### src/rtl/board_cmd_sequencer.sv
// Board command sequencer: turns debounced button presses into handshaked
// CPU debug commands and captures the CPU response for the display.
//
// state  | meaning
// -------+-----------------------------------------------------------
// S_IDLE | waiting for an accepted button press
// S_REQ  | cmd_valid asserted, holding the command until cmd_ready
// S_WAIT | command accepted, waiting for rsp_valid or the timeout
module board_cmd_sequencer #(
    parameter int DEB_CYCLES = 1000000,
    parameter int TIMEOUT    = 255,
    parameter int AW         = 8,
    parameter int DW         = 6
) (
    input  logic          clk,
    input  logic          rst,
    input  logic          btn_wr,
    input  logic          btn_rd,
    input  logic          btn_step,
    input  logic [AW-1:0] sw_addr,
    input  logic [DW-1:0] sw_data,
    output logic          cmd_valid,
    input  logic          cmd_ready,
    output logic [1:0]    cmd_op,
    output logic [31:0]   cmd_addr,
    output logic [31:0]   cmd_data,
    input  logic          rsp_valid,
    input  logic [15:0]   rsp_data,
    output logic [15:0]   disp_data,
    output logic          busy,
    output logic          err
);

    localparam int CW = $clog2(DEB_CYCLES + 1);
    localparam int TW = $clog2(TIMEOUT + 1);
    localparam logic [CW-1:0] DEB_LAST = CW'(DEB_CYCLES - 1);
    localparam logic [TW-1:0] TMO_LAST = TW'(TIMEOUT - 1);

    localparam logic [1:0] OP_NOP   = 2'b00;
    localparam logic [1:0] OP_WRITE = 2'b01;
    localparam logic [1:0] OP_READ  = 2'b10;
    localparam logic [1:0] OP_STEP  = 2'b11;

    typedef enum logic [1:0] {
        S_IDLE = 2'b00,
        S_REQ  = 2'b01,
        S_WAIT = 2'b10
    } state_t;

    state_t        state;
    logic [2:0]    raw_btn;
    logic [2:0]    sync1;
    logic [2:0]    sync2;
    logic [2:0]    stable;
    logic [2:0]    stable_d;
    logic [2:0]    press;
    logic [CW-1:0] deb_cnt [3];
    logic [TW-1:0] tmo_cnt;
    logic [1:0]    sel_op;

    // bit 0 = write, bit 1 = read, bit 2 = step (also the priority order)
    assign raw_btn = {btn_step, btn_rd, btn_wr};

    // Synchronize, debounce and edge-detect all three buttons.
    always_ff @(posedge clk or negedge rst) begin
        if (!rst) begin
            sync1    <= '0;
            sync2    <= '0;
            stable   <= '0;
            stable_d <= '0;
            press    <= '0;
            for (int i = 0; i < 3; i++) begin
                deb_cnt[i] <= '0;
            end
        end else begin
            sync1    <= raw_btn;
            sync2    <= sync1;
            stable_d <= stable;
            press    <= stable & ~stable_d;
            for (int i = 0; i < 3; i++) begin
                if (sync2[i] != stable[i]) begin
                    if (deb_cnt[i] == DEB_LAST) begin
                        stable[i]  <= sync2[i];
                        deb_cnt[i] <= '0;
                    end else begin
                        deb_cnt[i] <= deb_cnt[i] + CW'(1);
                    end
                end else begin
                    deb_cnt[i] <= '0;
                end
            end
        end
    end

    // Fixed-priority pick among same-cycle presses; losers are discarded.
    always_comb begin
        sel_op = OP_NOP;
        if (press[0]) begin
            sel_op = OP_WRITE;
        end else if (press[1]) begin
            sel_op = OP_READ;
        end else if (press[2]) begin
            sel_op = OP_STEP;
        end
    end

    // Command FSM with registered outputs; presses outside IDLE are ignored.
    always_ff @(posedge clk or negedge rst) begin
        if (!rst) begin
            state     <= S_IDLE;
            cmd_valid <= 1'b0;
            cmd_op    <= OP_NOP;
            cmd_addr  <= '0;
            cmd_data  <= '0;
            disp_data <= '0;
            busy      <= 1'b0;
            err       <= 1'b0;
            tmo_cnt   <= '0;
        end else begin
            case (state)
                S_IDLE: begin
                    if (sel_op != OP_NOP) begin
                        cmd_valid <= 1'b1;
                        cmd_op    <= sel_op;
                        cmd_addr  <= (sel_op == OP_STEP) ? 32'd0 : 32'(sw_addr);
                        cmd_data  <= (sel_op == OP_STEP) ? 32'd0 : 32'(sw_data);
                        err       <= 1'b0;
                        busy      <= 1'b1;
                        state     <= S_REQ;
                    end
                end
                S_REQ: begin
                    if (cmd_ready) begin
                        cmd_valid <= 1'b0;
                        cmd_op    <= OP_NOP;
                        tmo_cnt   <= '0;
                        state     <= S_WAIT;
                    end
                end
                S_WAIT: begin
                    // a response on the final timeout cycle still wins
                    if (rsp_valid) begin
                        disp_data <= rsp_data;
                        busy      <= 1'b0;
                        state     <= S_IDLE;
                    end else if (tmo_cnt == TMO_LAST) begin
                        err       <= 1'b1;
                        disp_data <= 16'hEEEE;
                        busy      <= 1'b0;
                        state     <= S_IDLE;
                    end else begin
                        tmo_cnt <= tmo_cnt + TW'(1);
                    end
                end
                default: begin
                    cmd_valid <= 1'b0;
                    cmd_op    <= OP_NOP;
                    busy      <= 1'b0;
                    state     <= S_IDLE;
                end
            endcase
        end
    end

endmodule

### config.mk
export PLATFORM = sky130hd
export DESIGN_NAME = board_cmd_sequencer
export DESIGN_NICKNAME = d
export VERILOG_FILES = /design/src/rtl/board_cmd_sequencer.sv
export SDC_FILE = /design/constraint.sdc
export NUM_CORES = 1
export LEC_CHECK = 0
export BUFFER_PORTS_ARGS = -buffer_cell sky130_fd_sc_hd__buf_4
export CORE_MARGIN = 2
export CORE_UTILIZATION = 59
export DETAILED_ROUTE_END_ITERATION = 6
export GPL_TIMING_DRIVEN = 1
export PLACE_DENSITY = 0.85
export SLEW_MARGIN = 0
export SYNTH_ARGS = -nofsm -noshare
export SYNTH_HDL_FRONTEND = slang
export SYNTH_SLANG_ARGS = --single-unit
### constraint.sdc
create_clock -name clk -period 4.9 [get_ports clk]
set_clock_uncertainty 0.2 [all_clocks]
set_input_delay 0.49 -clock clk [delete_from_list [all_inputs] [get_ports clk]]
set_output_delay 0.49 -clock clk [all_outputs]
set_load 0.05 [all_outputs]
==> run_results.csv, run 1 <==
group,metric,value,unit
status,status,"completed",
synthesis,synth_cell_types,50,
finish,multi_input_area,2410,sq um
finish,area_delta_synth_final,21.8,%
placement,routabilityCongestion,0.891,
synthesis,synth_flop_cell,"dfrtp_1",
detailed_routing,vias_per_cell,5.57,
worst_setup_path,r2r_cells,5,
placement,dp_hpwl,8.05,mm
power_and_ir_drop,combinationalPowerShare,7.0,%
worst_setup_path,cp-start-kind,"register",
global_route,grtUsageTotal,25.3,%
timing,rsz0062_at_grt,"false",
worst_setup_path,critPathKind,"register to register",
power_and_ir_drop,ir_drop,0.251,mV
worst_setup_path,crit_path_end,"deb_cnt[26]$_DFF_PN0_",
clocking,cts_tree,"yes",
worst_setup_path,end_kind,"register",
die,ioPinCount,122,
detailed_routing,drt_iter0_drc,291,
timing,fin_crit_sh,51.7,%
power_and_ir_drop,power.density,336,nW/um^2
die,num_rows,36,
placement,io_buffer_count,71,
timing,tightest_slew,0.918,ns
die,placeableCoreArea,9640,sq um
worst_setup_path,rr_endpoint,"deb_cnt[26]$_DFF_PN0_",
synthesis,syn_inst,575,
die,die_area,10600,sq um
finish,fin_area,7060,sq um
power_and_ir_drop,swShare,24.6,%
synthesis,synth_area,5790,sq um
clocking,clk_pin_slew,0.06,ns
synthesis,seq_area_frac_synth,51.8,%
clocking,htree_levels,4,
timing,worst_slack,2.37,ns
finish,final_util,73.2,%
timing,tns,0,ns
detailed_routing,drcViolationCount,0,
clocking,clk_latency,0.52,ns
clocking,clock_path_buffers,2,
finish,seqCellArea,3000,sq um
timing,hold_viol,0,
clocking,clock-sinks,120,
worst_setup_path,crit_path_start,"deb_cnt[36]$_DFF_PN0_",
synthesis,synth-seq-cells,120,
clocking,cts_root_buf,"clkbuf_8",
min_path,hold_path_class,"primary input to register",
placement,dpl-instance-area,6260,sq um
power_and_ir_drop,seqPwrFrac,42.6,%
finish,drive_gt1_share,18.1,%
timing,min_period,2.53,ns
power_and_ir_drop,switchingPower,584,uW
timing,fmax,395,MHz
timing,report.final.slew_viol_count,0,
global_route,grt_max_degree,74,
global_route,overflow,0,
detailed_routing,antenna_left,0,
global_route,antenna_found_initial,0,
finish,diodes,0,
timing,slew_headroom,38.8,%
detailed_routing,wl_per_cell,15.7,microns
finish,layout.nets,714,
die,fp.dieH,103,microns
worst_setup_path,reg2reg_from,"deb_cnt[36]$_DFF_PN0_",
finish,nFillCells,622,
die,initial_core_util,60.1,%
worst_setup_path,rrSetupSlack,2.37,ns
detailed_routing,num_vias,4557,
synthesis,synth_edf_count,0,
synthesis,yosysWarnings,0,
power_and_ir_drop,pwr-share-clk,50.5,%
synthesis,synth-async-reset-ratio,100,%
global_route,grt_first_pass_wirelength,20.6,mm
timing,holdWs,0.00954,ns
die,die_x,103,microns
detailed_routing,wl,12.8,mm
worst_setup_path,critical_path_arrival,2.73,ns
clocking,postCtsSetupBuffers,0,
worst_setup_path,required,5.10,ns
worst_setup_path,cp_max_fo,12,
detailed_routing,drtPass1Iterations,5,
clocking,cts_buffers,17,
power_and_ir_drop,leakage,3.26,nW
timing,setup_viol,0,
placement,dp_slack,2.43,ns
global_route,grt_pass1_vias,4365,
synthesis,avgSynthCellArea,10.1,sq um
power_and_ir_drop,p_int,1.79,mW
job,drv_cap,0,
-- power by group through the flow --
stage,clock network [mW],registers [mW],logic (mW)
final,1.20,1.01,0.165
after CTS,1.21,1.01,0.165
after detailed placement,0,1.03,0.150
after global routing,1.25,1.01,0.180
after global placement,0,1.03,0.147
after floorplan,0,1.02,0.134
-- cells in the final DEF (no fill, tap or decap), types with 4 or more instances in the layout --
cell type / Yosys / final
xnor2_1: 17 / 17
o22a_1: 12 / 12
nor3_1: 14 / 13
conb_1: 1 / 50
nor4_1: 5 / 5
or4_1: 12 / 12
inv_1: 32 / 32
xor2_1: 18 / 18
and2_1: 5 / 5
nand2_1: 27 / 27
and3_1: 6 / 6
nor2_1: 50 / 50
dlygate4sd3_1: 0 / 22
o21ai_0: 36 / 36
o31ai_1: 11 / 10
a22o_1: 5 / 5
nand4_1: 8 / 8
clkbuf_16: 0 / 16
a21oi_1: 27 / 27
or3_1: 11 / 11
buf_4: 51 / 75
nand3_1: 42 / 42
clkinvlp_4: 0 / 4
nor2b_1: 5 / 5
ha_1: 5 / 5
dfrtp_1: 120 / 120
-- final cells by class --
type / instances / area share, %
clock buffer: 21 / 6.37
clock inverter: 11 / 1.74
tap: 133 / 2.36
timing repair buffer: 97 / 11.1
multi-input combinational: 404 / 34.2
sequential: 120 / 42.6
inverter: 32 / 1.70
-- critical path: stages (launching register included) --
cell     delay (ns)
dfrtp_1        0.40
nand3_1        0.13
or4b_2         0.69
o31ai_2        0.62
buf_4          0.30
nor2_1         0.07
-- sequential cells by signal (all words and copies together) (netlist names) --
| name | count |
|---|---|
| deb_cnt | 60 |
| cmd_addr | 8 |
| press | 3 |
| sync2 | 3 |
| stable | 3 |
| cmd_op | 2 |
| cmd_valid | 1 |
| disp_data | 16 |
| stable_d | 3 |
| tmo_cnt | 8 |
| sync1 | 3 |
| busy | 1 |
| err | 1 |
| cmd_data | 6 |
| state | 2 |
-- metal layers --
layer | wire length, microns | vias up | track usage [%]
li1 | - | 2115 | -
met1 | 5270 | 2279 | 32.0
met2 | 6840 | 145 | 42.6
met3 | 532 | 18 | 6.58
met4 | 176 | 0 | 8.10
met5 | 0 | - | 0
-- cell families (layout without fill, tap and decap cells) --
family,after synthesis,in the layout,synth area share (%)
muxes,4,4,0.756
other,1,50,0.0647
adders and majority gates,5,5,1.08
buffers and inverters,100,161,9.91
DFF,120,120,51.8
AOI/OAI and AO/OA,107,107,12.1
and+or+nand+nor,203,203,19.0
xor gates and xnor gates,35,35,5.29
-- synthesized netlist by cell type, types with 5 or more instances --
| cell type | count | area, sq um |
|---|---|---|
| a21oi_1 | 27 | 135 |
| a22o_1 | 5 | 43.8 |
| and2_1 | 5 | 31.3 |
| and3_1 | 6 | 37.5 |
| buf_4 | 51 | 383 |
| clkbuf_1 | 11 | 41.3 |
| dfrtp_1 | 120 | 3000 |
| ha_1 | 5 | 62.6 |
| inv_1 | 32 | 120 |
| nand2_1 | 27 | 101 |
| nand3_1 | 42 | 210 |
| nand4_1 | 8 | 50.1 |
| nor2_1 | 50 | 188 |
| nor2b_1 | 5 | 31.3 |
| nor3_1 | 14 | 70.1 |
| nor4_1 | 5 | 31.3 |
| o21ai_0 | 36 | 180 |
| o22a_1 | 12 | 105 |
| o31ai_1 | 11 | 82.6 |
| or3_1 | 11 | 68.8 |
| or4_1 | 12 | 90.1 |
| xnor2_1 | 17 | 149 |
| xor2_1 | 18 | 158 |
-- worst min path at each step --
stage	from	endpoint	slack, ns	depth (start not counted)
after detailed placement	sync1[2]$_DFF_PN0_	sync2[2]$_DFF_PN0_	0.14	0
after floorplan	rst	busy$_DFFE_PN0P_	-0.006	0
final	rsp_data[6]	disp_data[6]$_DFFE_PN0P_	0.01	2
after global placement	sync1[2]$_DFF_PN0_	sync2[2]$_DFF_PN0_	0.14	0
after CTS	rsp_data[9]	disp_data[9]$_DFFE_PN0P_	0.0003	2
after global routing	rsp_data[3]	disp_data[3]$_DFFE_PN0P_	0.0002	2
-- what timing repair did --
action,in CTS,in global routing
hold endpoints to repair,92,0
hold buffers,22,0
endpoints found under the setup margin,0,0
resized for setup,0,0
-- stage by stage --
stage	power (mW)	instances
6_report	2.37	818
5_1_grt	2.44	818
4_1_cts	2.38	818
3_5_place_dp	1.18	764
3_3_place_gp	1.17	764
2_1_floorplan	1.16	624
No activity file was read; power rests on OpenSTA's default activity.
==> run 2, diff against run 1 <==
- ABC_AREA: unset -> 1
- CORE_UTILIZATION: 59 -> 56
- PLACE_DENSITY: 0.85 -> 0.81
- clock period: 4.9 -> 2.43 ns (I/O delays scaled with it)
==> run_results.csv, run 2 <==
group,metric,value,unit
status,status,"completed",
power_and_ir_drop,combinationalPowerShare,11.6,%
synthesis,synth_edf_count,0,
finish,diodes,0,
clocking,cts_root_buf,"clkbuf_8",
timing,fin_crit_sh,73.9,%
synthesis,yosysWarnings,0,
synthesis,avgSynthCellArea,8.00,sq um
timing,rsz0062_at_grt,"false",
worst_setup_path,cpPeakStageDelay,0.40,ns
finish,nFillCells,788,
finish,top_register,"deb_cnt",
detailed_routing,drcViolationCount,0,
placement,routabilityCongestion,0.914,
detailed_routing,num_vias,5283,
clocking,clk_latency,0.52,ns
die,initial_core_util,57.4,%
timing,fmax,557,MHz
timing,setup_viol,0,
die,fp.dieH,109,microns
synthesis,synthTopCellsByCount,"175 x nor2_1, 162 x nand2_1, 120 x dfrtp_1",
finish,layout.nets,945,
finish,reg_top3,"deb_cnt (60), disp_data (16)",
finish,area_delta_synth_final,24.9,%
synthesis,synth-seq-cells,120,
synthesis,synth_area,6220,sq um
min_path,hold_path_class,"primary input to async pin",
die,ioPinCount,122,
worst_setup_path,end_kind,"register",
worst_setup_path,cp_max_fo,13,
detailed_routing,drtPass1Iterations,6,
power_and_ir_drop,seqPwrFrac,39.2,%
timing,holdWs,0.0627,ns
synthesis,synth_top_area_share,48.2,%
detailed_routing,antenna_left,0,
worst_setup_path,required,2.65,ns
detailed_routing,wl_per_cell,13.6,microns
timing,min_period,1.80,ns
clocking,htree_levels,4,
finish,largest_reg_flops,60,
worst_setup_path,crit_slowest_cell,"dfrtp_1",
global_route,grt_pass1_vias,5177,
die,num_rows,38,
clocking,cts_buffers,17,
worst_setup_path,critPathKind,"register to register",
clocking,cts_tree,"yes",
die,die_x,109,microns
power_and_ir_drop,leakage,3.61,nW
global_route,overflow,0,
die,placeableCoreArea,10800,sq um
power_and_ir_drop,pwr-share-clk,49.3,%
worst_setup_path,cpMostUsedCell,"nand2_1",
synthesis,synth_most_common_cell,"nor2_1",
detailed_routing,vias_per_cell,5.00,
timing,hold_viol,0,
synthesis,synth_cell_types,33,
die,die_area,12000,sq um
clocking,clk_pin_slew,0.06,ns
power_and_ir_drop,switchingPower,1.45,mW
finish,layout_commonest_cell,"nor2_1",
global_route,antenna_found_initial,0,
timing,tns,0,ns
worst_setup_path,cp-start-kind,"register",
synthesis,seq_area_frac_synth,48.2,%
global_route,grt_max_degree,43,
power_and_ir_drop,power.density,693,nW/um^2
clocking,clock_path_buffers,2,
job,drv_cap,0,
placement,io_buffer_count,71,
worst_setup_path,critical_path_arrival,2.01,ns
power_and_ir_drop,ir_drop,0.386,mV
synthesis,yosys-top-cells-area,"dfrtp_1 48%, nor2_1 11%, nand2_1 9.8%",
timing,tightest_slew,0.688,ns
worst_setup_path,path_cells,"inv_1 > ha_1 > nand2_1 > nor2_1 > nand2_4 > o21ai_4 > inv_2 > nand2_1 > nand2_1",
timing,slew_headroom,54.0,%
clocking,cts_resized,0,
detailed_routing,drt_iter0_drc,334,
power_and_ir_drop,swShare,27.0,%
timing,report.final.slew_viol_count,0,
finish,drive_gt1_share,14.3,%
placement,dp_hpwl,9.04,mm
synthesis,synth_flop_cell,"dfrtp_1",
clocking,clock-sinks,120,
synthesis,synth-async-reset-ratio,100,%
finish,layout_common_cells,"175 x nor2_1, 162 x nand2_1, 120 x dfrtp_1, 72 x buf_4",
detailed_routing,wl,14.4,mm
synthesis,yosys.area.top_type,"dfrtp_1",
power_and_ir_drop,p_int,3.93,mW
global_route,grt_first_pass_wirelength,24.0,mm
clocking,cts_hold_repair.buffers,40,
global_route,grtUsageTotal,25.8,%
synthesis,syn_inst,778,
clocking,postCtsSetupBuffers,0,
run 2: logic make-up (layout without fill, tap and decap cells):
family | Yosys count | after routing | synth area share (%)
and+or+nand+nor | 443 | 443 | 30.4
buffers and inverters | 124 | 213 | 10.8
DFF | 120 | 120 | 48.2
AOI/OAI and AO/OA | 49 | 49 | 4.44
xor gates and xnor gates | 36 | 36 | 5.07
adders and majority gates | 5 | 5 | 1.01
other | 1 | 50 | 0.0602
run 2: layout make-up:
| cell class | instances | area [sq um] | share of cell area (%) |
|---|---|---|---|
| clock inverter | 14 | 199 | 2.56 |
| tap | 140 | 175 | 2.25 |
| clock buffer | 18 | 428 | 5.50 |
| sequential | 120 | 3000 | 38.6 |
| inverter | 67 | 251 | 3.24 |
| timing repair buffer | 114 | 981 | 12.6 |
| multi-input combinational | 583 | 2740 | 35.2 |
run 2: layer usage:
layer	wire length, microns	part of all wire [%]	track usage [%]	up-vias
li1	-	-	-	2604
met1	5980	42	31.8	2456
met4	320	2.2	10.4	0
met2	7130	50	43.3	192
met5	0	0	0	-
met3	965	6.7	6.58	31
run 2: path summary, 6_finish.rpt:
check	from	end	slack (ns)	cells past startpoint
hold / removal	rst	cmd_addr[3]$_DFFE_PN0P_	0.06	2
hold reg to reg	sync1[0]$_DFF_PN0_	sync2[0]$_DFF_PN0_	0.15	0
setup / recovery	tmo_cnt[0]$_DFFE_PN0P_	disp_data[0]$_DFFE_PN0P_	0.63	9
setup reg to reg	tmo_cnt[0]$_DFFE_PN0P_	disp_data[0]$_DFFE_PN0P_	0.63	9
min in group clk	sync1[0]$_DFF_PN0_	sync2[0]$_DFF_PN0_	0.15	0
max in group asynchronous	rst	deb_cnt[34]$_DFF_PN0_	1.34	3
run 2: power by group through the flow:
| stage | logic [mW] | clock network (mW) | registers, mW |
|---|---|---|---|
| 3_5_place_dp | 0.571 | 0 | 2.14 |
| 5_1_grt | 0.672 | 2.77 | 2.12 |
| 3_3_place_gp | 0.565 | 0 | 2.14 |
| 6_report | 0.624 | 2.65 | 2.11 |
| 4_1_cts | 0.619 | 2.67 | 2.11 |
| 2_1_floorplan | 0.323 | 0 | 2.26 |
run 2: worst max-delay path, delay by kind of cell (launching register included):
kind	cells	cell delay [ns]
AND/OR/NAND/NOR	5	0.44
flip-flops	1	0.40
AO/OA/AOI/OAI	1	0.31
buffers and inverters	2	0.19
adder cells (fa/ha/maj)	1	0.15
run 2: stage by stage:
step	util, %	power (mW)	area [sq um]	instances	setup slack [ns]
2_1_floorplan	-	2.59	6410	827	0.855
3_5_place_dp	62.2	2.71	6750	984	0.651
5_1_grt	71.7	5.56	7770	1056	0.465
6_report	71.7	5.39	7770	1056	0.634
4_1_cts	71.7	5.40	7770	1056	0.647
3_3_place_gp	62.2	2.71	6750	984	0.711
==> run 3, diff against run 2 <==
- CORE_UTILIZATION: 56 -> 50
- PLACE_DENSITY: 0.81 -> 0.76
- clock period: 2.43 -> 1.5 ns (I/O delays scaled with it)
==> run_results.csv, run 3 (same netlist as run 2, synthesis figures left out) <==
group,metric,value,unit
clocking,clk_pin_slew,0.06,ns
global_route,grtUsageTotal,24.3,%
clocking,clk_latency,0.42,ns
timing,fin_crit_sh,110,%
finish,area_delta_synth_final,51.0,%
timing,slew_headroom,66.2,%
finish,reg_top3,"deb_cnt (60), disp_data (16)",
status,status,"complete, but fails checks",
global_route,grt_first_pass_wirelength,25.5,mm
finish,diodes,0,
finish,nFillCells,696,
finish,top_register,"deb_cnt",
placement,dp_cells,1069,
worst_setup_path,end_kind,"register",
clocking,cts_buffers,17,
global_route,grt_max_degree,97,
worst_setup_path,critical_path_arrival,1.75,ns
worst_setup_path,crit_path_start,"deb_cnt[9]$_DFF_PN0_",
worst_setup_path,reg2reg_from,"deb_cnt[9]$_DFF_PN0_",
clocking,htree_levels,4,
clocking,cts_root_buf,"clkbuf_16",
detailed_routing,antenna_left,0,
clocking,cts_tree,"yes",
timing,tightest_slew,0.507,ns
detailed_routing,drtPass1Iterations,5,
detailed_routing,wl_met2,10.3,mm
power_and_ir_drop,leakage,4.30,nW
detailed_routing,top_layer_used,"met4",
status,violations,"negative setup slack",
finish,largest_reg_flops,60,
placement,io_buffer_count,71,
die,placeableCoreArea,12100,sq um
die,die_area,13400,sq um
global_route,overflow,0,
finish,final_util,77.9,%
clocking,clock-sinks,120,
timing,hold_viol,0,
detailed_routing,num_vias,6140,
detailed_routing,routed-wl-met3,1.27,mm
detailed_routing,drt_iter0_drc,446,
worst_setup_path,crit_path_end,"deb_cnt[6]$_DFF_PN0_",
worst_setup_path,rrSetupSlack,-0.15,ns
die,fp.dieH,116,microns
timing,tns,-3.64,ns
power_and_ir_drop,power,8.50,mW
die,num_rows,40,
timing,min_period,1.65,ns
clocking,clock_path_buffers,2,
timing,report.final.slew_viol_count,0,
worst_setup_path,required,1.60,ns
min_path,hold_path_class,"primary input to async pin",
finish,fin_area,9400,sq um
detailed_routing,wl_per_cell,17.1,microns
detailed_routing,wl,20.0,mm
placement,routabilityCongestion,0.916,
die,ioPinCount,122,
worst_setup_path,cp_max_fo,8,
worst_setup_path,cp-start-kind,"register",
job,drv_cap,0,
global_route,grt_pass1_vias,5560,
power_and_ir_drop,power.density,904,nW/um^2
finish,layout_commonest_cell,"buf_4",
worst_setup_path,r2r_cells,7,
detailed_routing,vias_per_cell,5.23,
timing,setup_viol,62,
finish,layoutNonFillerInstCount,1173,
die,initial_core_util,51.6,%
timing,fmax,607,MHz
finish,layout_common_cells,"149 x buf_4, 129 x nand2_1, 117 x nor2_1, 110 x dfrtp_1, 54 x inv_1",
die,die_x,116,microns
timing,rsz0062_at_grt,"true",
power_and_ir_drop,ir_drop,0.853,mV
finish,layout.nets,1036,
placement,dp_hpwl,9.82,mm
detailed_routing,drcViolationCount,0,
detailed_routing,met1Wirelength,7.59,mm
finish,drive_gt1_share,38.5,%
worst_setup_path,critPathKind,"register to register",
timing,worst_slack,-0.146,ns
placement,dpl-instance-area,7230,sq um
worst_setup_path,rr_endpoint,"deb_cnt[6]$_DFF_PN0_",
global_route,antenna_found_initial,0,
run 3: cell types whose count changed in the layout (fill, tap and decap cells not counted), moves of 12 or more:
cell	previous run	this run
buf_4	72	149
nor2_1	175	117
nand2_1	162	129
nor2_2	6	37
nor2_4	2	29
nand3_1	61	35
nand2_2	2	25
nand3_2	4	19
buf_6	0	14
nand3_4	0	12
o21ai_0	28	16
run 3: where the power goes:
part / internal (mW) / switching [mW] / total, mW
clock: 2.42 / 1.45 / 3.87
combinational: 0.372 / 0.826 / 1.20
sequential: 3.34 / 0.0846 / 3.43
total: 6.13 / 2.37 / 8.50
run 3: metal layers:
| layer | vias up | track usage (%) |
|---|---|---|
| met2 | 305 | 41.2 |
| met5 | - | 0 |
| met1 | 2954 | 29.3 |
| met3 | 97 | 5.65 |
| li1 | 2784 | - |
| met4 | 0 | 11.8 |
run 3: cell type report:
| type | count | area [sq um] | share of cell area (%) |
|---|---|---|---|
| multi-input cells | 584 | 3620 | 38.5 |
| flip-flops and latches | 120 | 3020 | 32.1 |
| repair buffers | 204 | 1740 | 18.5 |
| clock buffers | 22 | 484 | 5.15 |
| inverters | 67 | 259 | 2.76 |
| well taps | 168 | 210 | 2.24 |
| clock inverters | 8 | 72.6 | 0.772 |
run 3: per-stage QoR:
stage / hold WS [ns] / setup slack, ns
floorplan: -0.346 / -0.0216
global placement: -0.0178 / -0.0819
detailed placement: -0.0213 / -0.126
CTS: 0.101 / -0.0853
global route: 0.138 / -0.184
finish: 0.0986 / -0.146
run 3: repair_timing:
item | CTS | global route
cloned | 1 | 1
endpoints found under the setup margin | 66 | 96
pin swaps | 10 | 82
hold buffers | 36 | 0
buffers inserted | 7 | 32
hold endpoints to repair | 158 | 0
gates resized for setup | 48 | 199
run 3: worst min-delay path by stage:
| stage | start | to | slack (ns) | cells past startpoint |
|---|---|---|---|---|
| after floorplan | rst | busy$_DFFE_PN0P_ | -0.35 | 0 |
| after detailed placement | rst | tmo_cnt[5]$_DFFE_PN0P_ | -0.02 | 2 |
| after global routing | rst | tmo_cnt[5]$_DFFE_PN0P_ | 0.14 | 3 |
| after CTS | rst | tmo_cnt[6]$_DFFE_PN0P_ | 0.10 | 3 |
| after global placement | rst | tmo_cnt[4]$_DFFE_PN0P_ | -0.02 | 2 |
| final | rst | deb_cnt[34]$_DFF_PN0_ | 0.1 | 3 |
run 3: worst max-delay path, stage by stage, from the launching register on:
cell	delay, ns
dfrtp_1	0.47
inv_1	0.10
nor2_1	0.12
nand2_1	0.09
nor2_2	0.15
nand3_4	0.14
nand2_4	0.20
nor2_1	0.06
